==> config.mk <==
export PLATFORM = sky130hd
export DESIGN_NAME = draw_control_fsm_flat
export DESIGN_NICKNAME = d
export VERILOG_FILES = /design/src/rtl/draw_control_fsm_if.sv /design/src/rtl/draw_control_fsm.sv /design/src/flat_wrapper.sv
export SDC_FILE = /design/constraint.sdc
export NUM_CORES = 1
export LEC_CHECK = 0
export ABC_CLOCK_PERIOD_IN_PS = 3100
export BUFFER_PORTS_ARGS = -buffer_cell sky130_fd_sc_hd__buf_4
export CAP_MARGIN = 20
export CORE_ASPECT_RATIO = 0.6
export CORE_MARGIN = 2
export CORE_UTILIZATION = 55
export CTS_CLUSTER_SIZE = 40
export DETAILED_ROUTE_END_ITERATION = 16
export PLACE_DENSITY = 0.8
export SYNTH_ARGS = -nofsm -noshare
export SYNTH_HDL_FRONTEND = slang
export SYNTH_SLANG_ARGS = --single-unit
==> constraint.sdc <==
create_clock -name clock -period 3.1 [get_ports clock]
set_input_delay 0.465 -clock clock [delete_from_list [all_inputs] [get_ports clock]]
set_output_delay 0.465 -clock clock [all_outputs]
set_load 0.01 [all_outputs]
==> src/rtl/draw_control_fsm_if.sv <==
// Handshake bundle between the draw control FSM and its operator/datapath side.
// The master drives the operator inputs; the slave (the FSM) drives controls and pix_cnt.
interface draw_control_fsm_if #(
    parameter int CNT_W = 15
);
    logic             load;
    logic             clear;
    logic             ld_x;
    logic             ld_y;
    logic             ld_colour;
    logic             ctrl_reset;
    logic             count_up;
    logic             plot;
    logic             busy;
    logic             done;
    logic [CNT_W-1:0] pix_cnt;

    modport master (
        output load, clear,
        input  ld_x, ld_y, ld_colour, ctrl_reset, count_up, plot, busy, done, pix_cnt
    );

    modport slave (
        input  load, clear,
        output ld_x, ld_y, ld_colour, ctrl_reset, count_up, plot, busy, done, pix_cnt
    );
endinterface

==> src/rtl/draw_control_fsm.sv <==
// Control FSM for the pixel datapath: loads X/Y/colour from one button, plots a sprite,
// or clears the whole raster. All outputs are Moore, decoded from the state register.
module draw_control_fsm #(
    parameter int SCREEN_W = 160,
    parameter int SCREEN_H = 120,
    parameter int BOX_SIZE = 4,
    parameter int CNT_W    = 15
) (
    input  logic                 clock,
    input  logic                 reset,
    draw_control_fsm_if.slave    bus
);
    localparam logic [3:0] LD_X      = 4'd0;
    localparam logic [3:0] LD_X_W    = 4'd1;
    localparam logic [3:0] LD_Y      = 4'd2;
    localparam logic [3:0] LD_Y_W    = 4'd3;
    localparam logic [3:0] LD_C      = 4'd4;
    localparam logic [3:0] LD_C_W    = 4'd5;
    localparam logic [3:0] DRAW      = 4'd6;
    localparam logic [3:0] CLR_INIT  = 4'd7;
    localparam logic [3:0] CLR_SWEEP = 4'd8;
    localparam logic [3:0] FIN       = 4'd9;

    localparam logic [CNT_W-1:0] BOX_LAST    = CNT_W'(BOX_SIZE * BOX_SIZE - 1);
    localparam logic [CNT_W-1:0] SCREEN_LAST = CNT_W'(SCREEN_W * SCREEN_H - 1);

    logic [3:0]       r_state;
    logic [3:0]       w_next;
    logic [CNT_W-1:0] r_pix_cnt;
    logic             w_ld_x, w_ld_y, w_ld_colour, w_ctrl_reset;
    logic             w_count_up, w_plot, w_busy, w_done;

    // Clear is tested before load so a simultaneous press always clears.
    always_comb begin
        w_next = LD_X;
        case (r_state)
            LD_X:      w_next = bus.clear ? CLR_INIT : (bus.load ? LD_X_W : LD_X);
            LD_X_W:    w_next = bus.load ? LD_X_W : LD_Y;
            LD_Y:      w_next = bus.clear ? CLR_INIT : (bus.load ? LD_Y_W : LD_Y);
            LD_Y_W:    w_next = bus.load ? LD_Y_W : LD_C;
            LD_C:      w_next = bus.clear ? CLR_INIT : (bus.load ? LD_C_W : LD_C);
            LD_C_W:    w_next = bus.load ? LD_C_W : DRAW;
            DRAW:      w_next = (r_pix_cnt == BOX_LAST) ? FIN : DRAW;
            CLR_INIT:  w_next = CLR_SWEEP;
            CLR_SWEEP: w_next = (r_pix_cnt == SCREEN_LAST) ? FIN : CLR_SWEEP;
            FIN:       w_next = LD_X;
            default:   w_next = LD_X;
        endcase
    end

    always_ff @(posedge clock) begin
        if (reset) begin
            r_state   <= LD_X;
            r_pix_cnt <= '0;
        end else begin
            r_state <= w_next;
            case (r_state)
                LD_C_W:    if (!bus.load) r_pix_cnt <= '0;
                CLR_INIT:  r_pix_cnt <= '0;
                // Counter stops on the terminal pixel so FIN still shows the last index.
                DRAW:      if (r_pix_cnt != BOX_LAST) r_pix_cnt <= r_pix_cnt + CNT_W'(1);
                CLR_SWEEP: if (r_pix_cnt != SCREEN_LAST) r_pix_cnt <= r_pix_cnt + CNT_W'(1);
                default:   r_pix_cnt <= r_pix_cnt;
            endcase
        end
    end

    always_comb begin
        w_ld_x       = 1'b0;
        w_ld_y       = 1'b0;
        w_ld_colour  = 1'b0;
        w_ctrl_reset = 1'b0;
        w_count_up   = 1'b0;
        w_plot       = 1'b0;
        w_busy       = 1'b0;
        w_done       = 1'b0;
        case (r_state)
            LD_X, LD_X_W:    w_ld_x = 1'b1;
            LD_Y, LD_Y_W:    w_ld_y = 1'b1;
            LD_C, LD_C_W:    w_ld_colour = 1'b1;
            DRAW, CLR_SWEEP: begin
                w_plot     = 1'b1;
                w_count_up = 1'b1;
                w_busy     = 1'b1;
            end
            CLR_INIT: begin
                w_ctrl_reset = 1'b1;
                w_busy       = 1'b1;
            end
            FIN:     w_done = 1'b1;
            default: ;
        endcase
    end

    assign bus.ld_x       = w_ld_x;
    assign bus.ld_y       = w_ld_y;
    assign bus.ld_colour  = w_ld_colour;
    assign bus.ctrl_reset = w_ctrl_reset;
    assign bus.count_up   = w_count_up;
    assign bus.plot       = w_plot;
    assign bus.busy       = w_busy;
    assign bus.done       = w_done;
    assign bus.pix_cnt    = r_pix_cnt;
endmodule

==> src/flat_wrapper.sv <==
// flat-port wrapper written by rule: the top's interface ports become plain ports
module draw_control_fsm_flat 
#(
    parameter int SCREEN_W = 160,
    parameter int SCREEN_H = 120,
    parameter int BOX_SIZE = 4,
    parameter int CNT_W    = 15
)
  (clock, reset, bus_load, bus_clear, bus_ld_x, bus_ld_y, bus_ld_colour, bus_ctrl_reset, bus_count_up, bus_plot, bus_busy, bus_done, bus_pix_cnt);
  draw_control_fsm_if #(.CNT_W(CNT_W)) bus_i ();
  input  logic clock;
  input  logic reset;
  input wire logic [$bits(bus_i.load)-1:0] bus_load;
  input wire logic [$bits(bus_i.clear)-1:0] bus_clear;
  output wire logic [$bits(bus_i.ld_x)-1:0] bus_ld_x;
  output wire logic [$bits(bus_i.ld_y)-1:0] bus_ld_y;
  output wire logic [$bits(bus_i.ld_colour)-1:0] bus_ld_colour;
  output wire logic [$bits(bus_i.ctrl_reset)-1:0] bus_ctrl_reset;
  output wire logic [$bits(bus_i.count_up)-1:0] bus_count_up;
  output wire logic [$bits(bus_i.plot)-1:0] bus_plot;
  output wire logic [$bits(bus_i.busy)-1:0] bus_busy;
  output wire logic [$bits(bus_i.done)-1:0] bus_done;
  output wire logic [$bits(bus_i.pix_cnt)-1:0] bus_pix_cnt;
  assign bus_i.load = bus_load;
  assign bus_i.clear = bus_clear;
  assign bus_ld_x = bus_i.ld_x;
  assign bus_ld_y = bus_i.ld_y;
  assign bus_ld_colour = bus_i.ld_colour;
  assign bus_ctrl_reset = bus_i.ctrl_reset;
  assign bus_count_up = bus_i.count_up;
  assign bus_plot = bus_i.plot;
  assign bus_busy = bus_i.busy;
  assign bus_done = bus_i.done;
  assign bus_pix_cnt = bus_i.pix_cnt;
  draw_control_fsm #(.SCREEN_W(SCREEN_W), .SCREEN_H(SCREEN_H), .BOX_SIZE(BOX_SIZE), .CNT_W(CNT_W)) u_core (.clock(clock), .reset(reset), .bus(bus_i));
endmodule
* After elaboration in Yosys (flattened, before gate mapping)
Cells that the tools add are included.
** Storage, ports and cells
- Input bits :: 4
- Bits in registers :: 19
- Logic and storage cells :: 50
- Output and inout port bits :: 23
** Cells by class
- $add $sub $neg :: 1
- Reductions and logical operators :: 8
- Eq/ne operators :: 16
- Muxes and demuxes :: 23
** Operators by type and width (count)
- $pmux W15 S4 :: 1
- $mux W15 :: 3
- $pmux W4 S9 :: 1
- $eq A4 B3 Y1 const B :: 4
- $mux W4 :: 4
- $add A15 B1 Y15 const B :: 1
- $eq A15 B15 Y1 const B :: 1
- $eq A15 B4 Y1 const B :: 1
- $ne A15 B15 Y1 const B :: 1
- $ne A15 B4 Y1 const B :: 1
- $mux W1 :: 11
- $eq A4 B2 Y1 const B :: 2
- $eq A4 B4 Y1 const B :: 2
- $reduce_or A2 Y1 :: 4
- $eq A4 B1 Y1 const B :: 1
- $logic_not A4 Y1 :: 1
- $mux W2 :: 2
- $ne A2 B1 Y1 const B :: 2
- $reduce_and A4 Y1 :: 1
- $reduce_bool A4 Y1 :: 1
- $mux W3 :: 1
- $reduce_or A3 Y1 :: 1
- $ne A2 B2 Y1 const B :: 1

* Depth between registers and ports, before layout
- Depth in word-level cells :: 3
- Depth in mapped cells :: 7
- Depth with buffers taken out :: 6

* Worst setup path before layout
OpenSTA, ideal clock, no wires.
- Kind :: register -> register
- Start :: register u_core.r_pix_cnt[0] (netlist: u_core.bus.pix_cnt[0])
- End :: register u_core.r_pix_cnt[9] (netlist: u_core.bus.pix_cnt[9])
- Cell stages (with the launch flop) :: 7
- Library setup time :: 0.116 ns
- Setup slack :: 1.176 ns
- Data arrival time :: 1.808 ns
- Period minus slack after synthesis :: 1.924 ns
- Buffers on the path :: 0
- Data required time :: 2.984 ns
- Cells stage by stage :: dfxtp_1 ha_1 nand4_1 or2_1 o31a_4 and2_1 o211a_1
** Between the ends
- Longest elaborated chain between the ends :: 3
- Elaborated cells on any way between the ends :: 9
- Those cells by class :: add/sub: 1; eq/ne: 4; mux: 3; reduce/logical: 1
** Ends and longest elaborated chain
- start: declaration :: line draw_control_fsm.sv:29 : logic [CNT_W-1:0] r_pix_cnt;
- start signal: assignment :: line draw_control_fsm.sv:61 : DRAW: if (r_pix_cnt != BOX_LAST) r_pix_cnt <= r_pix_cnt + CNT_W'(1);
- start signal: assignment :: line draw_control_fsm.sv:62 : CLR_SWEEP: if (r_pix_cnt != SCREEN_LAST) r_pix_cnt <= r_pix_cnt + CNT_W'(1);
- start signal: assignment :: line draw_control_fsm.sv:63 : default: r_pix_cnt <= r_pix_cnt;
- $add A15 B1 Y15 (tied with other cells) :: line draw_control_fsm.sv:61, draw_control_fsm.sv:62
- $mux W15 (tied with other cells) :: line draw_control_fsm.sv:62
- $pmux W15 S4 / $reduce_and A4 Y1 (equally long branches)
Several ways; a longest one is shown, not always the timed one. The select of a mux whose other input is x is not followed.
A chain may end at the register's enable or synchronous reset.

* Final worst setup path
- Start :: register u_core.r_state[3]
- End :: output bus_count_up
** Between the ends
- Longest elaborated chain between the ends :: 3
- Elaborated cells on any way between the ends :: 4
- Those cells by class :: eq/ne: 2; mux: 1; reduce/logical: 1
** Ends and longest elaborated chain
- start: declaration :: line draw_control_fsm.sv:27 : logic [3:0] r_state;
- start signal: assignment :: line draw_control_fsm.sv:56 : r_state <= w_next;
- $eq A4 B3 Y1 / $eq A4 B4 Y1 (equally long branches) :: line draw_control_fsm.sv:77 : case (r_state)
- $reduce_or A2 Y1 *
- $mux W1 * :: line draw_control_fsm.sv:77
- end: declaration :: line flat_wrapper.sv:19 : output wire logic [$bits(bus_i.count_up)-1:0] bus_count_up;
Mark *: on every way between the ends. The rest lies on a longest branch, timed or not.

==> run metrics <==
Max Slew Vio Count=0; slowest stage delay, CP=0.71 ns; Mapped Nets=166; quantity of gates resized following cts=0; HPWL after DPL=2.69 mm; crit path capture=bus_count_up; initial core utilization=0.592; Pre-antenna DRT Iters=5; number of synthesized flops with an enable pin=0; DR vias=1387; clock latency on the worst-skew pair=around 0.26 ns; Slew headroom=0.381; Avg WL per Cell=between 15 and 20 µm; CTS Buffer Depth=2; Synth Warn #=0; reg2reg setup slack=0.76 ns; number of stages on the worst setup path=4; Post-route DRC=0; Bufs and invs on worst path=2; Overall Power=647 µW; first-pass GRT wire length=approximately 5.8 mm; WHS=between 0.5 and 0.6 ns; Die Span X=around 67 µm; Worst Max-Slew Pin Slew=0.925 ns; Hold Path Origin=u_core.bus.pix_cnt[1]$_SDFFE_PP0P_; layout cells sized above 1=0.235; cts hold-fix bufs=0; CP startpoint kind=flip-flop; Fin Setup TNS=0 ns; CP Max Fanout=13; maximum vdd drop=0.000328 V; P&R area growth vs syn=18.4%; category of the most critical setup path=reg -> out; antenna violations before repair=0; status=finished, final reports clean; Hold Fails Final Rpt=0; RSZ-0062 raised after global routing=false; minimum clock period=2.62 ns; Top delay family on crit path=simple AND/OR/NAND/NOR gates; clock root cell=clkbuf_8; vias in the first global route=1185; synthesized instance count=around 160; Die Area=2800 µm²; largest net degree at the start of global routing=18; site row count=13; CTS HTree Levels=1; maximum clock frequency=381 MHz; Placeable Area=2210 µm²; register area share after synthesis=0.290; reg2reg path depth=4; nets=roughly 190; r2r endpoint=u_core.bus.pix_cnt[7]$_SDFFE_PP0P_; PortBufs=26; crit end category=output port; Reg clk slew, reported paths=~0.080 ns; Synth Flop Type=dfxtp_1; Synth Register Bits=19; reg2reg start=u_core.r_state[3]$_SDFF_PP0_; ys async rst share=0; Placer Congestion=0.874; HP Class=reg -> reg; GRT Resource Usage Total=0.274; I/O pin cnt=27; Leak=between 0.0006 and 0.0007 µW; Clock Sinks=19; global route overflow=0; TritonCTS clock tree=yes; PwrDens=roughly 420 nW/µm²; chip height=around 42 µm; vias per inst=6.51; Max-Cap Viols=0; crit-path cells=and4bb_1 > nor2_1 > inv_1 > buf_4; routed wire length=3.67 mm; post-route ant nets=0; Setup-failing EPs final=0; Worst Setup SP=u_core.r_state[3]$_SDFF_PP0_; Crit-path slowest cell=nor2_1; diode count=0; Post-Route Skew=0.00405 ns; Worst EP required=between 2 and 3 ns; Setup Buffers After CTS=0; 1st-iter DRT viols=123; Final period util=0.846; Post-Syn Area=1310 µm²; post-synthesis cell type count=50; Fillers=186; CTS buffer count=3; CP Data Arrival Time=2.16 ns; Avg Inst Size Synth=8.14 µm²
-- final cells by class --
type	count	area (µm²)	share of cell area
Tap cell	30	37.5	0.0242
Sequential cell	19	380	0.245
Clock buffer	3	41.3	0.0266
Timing Repair Buffer	26	195	0.126
Multi-Input combinational cell	125	856	0.552
Inverter	9	33.8	0.0218
Clock inverter	1	7.51	0.00484
-- cells by family after synthesis --
group,after synthesis,synth area share
simple gates,80,0.373
compound gates,43,0.262
flops,19,0.290
buf+inv,17,0.0564
mux,1,0.00860
fa+ha+maj,1,0.00955
-- layer usage --
metal  vias up  GRT usage  wire length (µm)
li1        655          -                 -
met1       647      0.403              1610
met2        81      0.392              1640
met3         4     0.0786               409
met4         0     0.0612                18
met5         -          0                 0
-- placed cells by master, fill, tap and decap left out, drive strengths merged, types with 6 or more instances in the layout --
| cell | instances |
|---|---|
| and3 | 6 |
| buf | 26 |
| dfxtp | 19 |
| inv | 9 |
| nand2 | 11 |
| nand3 | 12 |
| nor2 | 13 |
| nor3 | 6 |
| nor4 | 7 |
| o21ai | 7 |
| o31ai | 6 |
-- stage by stage --
step	util	area, µm²	worst slack (ns)	cells
2_1_floorplan	-	1310	1.18	161
3_3_place_gp	0.679	1500	0.939	209
3_5_place_dp	0.679	1500	0.838	209
4_1_cts	0.701	1550	0.533	213
5_1_grt	0.701	1550	0.345	213
6_report	0.701	1550	0.477	213
-- synthesized netlist by cell type (5+ instances only) --
cell type | number | area share
nor2_1 | 12 | 0.034
nand2_1 | 11 | 0.032
inv_1 | 9 | 0.026
o31ai_1 | 5 | 0.029
o21ai_0 | 6 | 0.023
nor2b_1 | 5 | 0.024
nor3_1 | 6 | 0.023
and3_1 | 6 | 0.029
dfxtp_1 | 19 | 0.29
nor4_1 | 5 | 0.024
buf_2 | 5 | 0.019
nand3_1 | 12 | 0.046
-- worst min-delay path by stage --
stage	to	slack, ns	cells after the start
finish	u_core.bus.pix_cnt[1]$_SDFFE_PP0P_	0.56	2
global route	u_core.bus.pix_cnt[1]$_SDFFE_PP0P_	0.59	2
CTS	u_core.bus.pix_cnt[1]$_SDFFE_PP0P_	0.55	2
detailed placement	u_core.bus.pix_cnt[1]$_SDFFE_PP0P_	0.55	2
global placement	u_core.bus.pix_cnt[1]$_SDFFE_PP0P_	0.51	2
floorplan	u_core.bus.pix_cnt[1]$_SDFFE_PP0P_	0.52	2
-- worst register-to-register path: cells and delay by family (launching register included) --
kind	cells	cell delay [ns]
DFF	1	0.56
and+or+nand+nor	3	1.47
AOI/OAI and AO/OA	1	0.25
-- flip-flops by register name (all words and copies together), names as in the netlist --
name                cells
u_core.r_state          4
u_core.bus.pix_cnt     15
-- power by group --
group | switching (µW) | total [µW] | internal (µW)
Clock | 89.4 | 180 | 90.7
Sequential | 36.4 | 292 | 255
Combinational | 98.1 | 176 | 77.4
Total | 224 | 647 | 423
(Power assumes the default switching activity.)
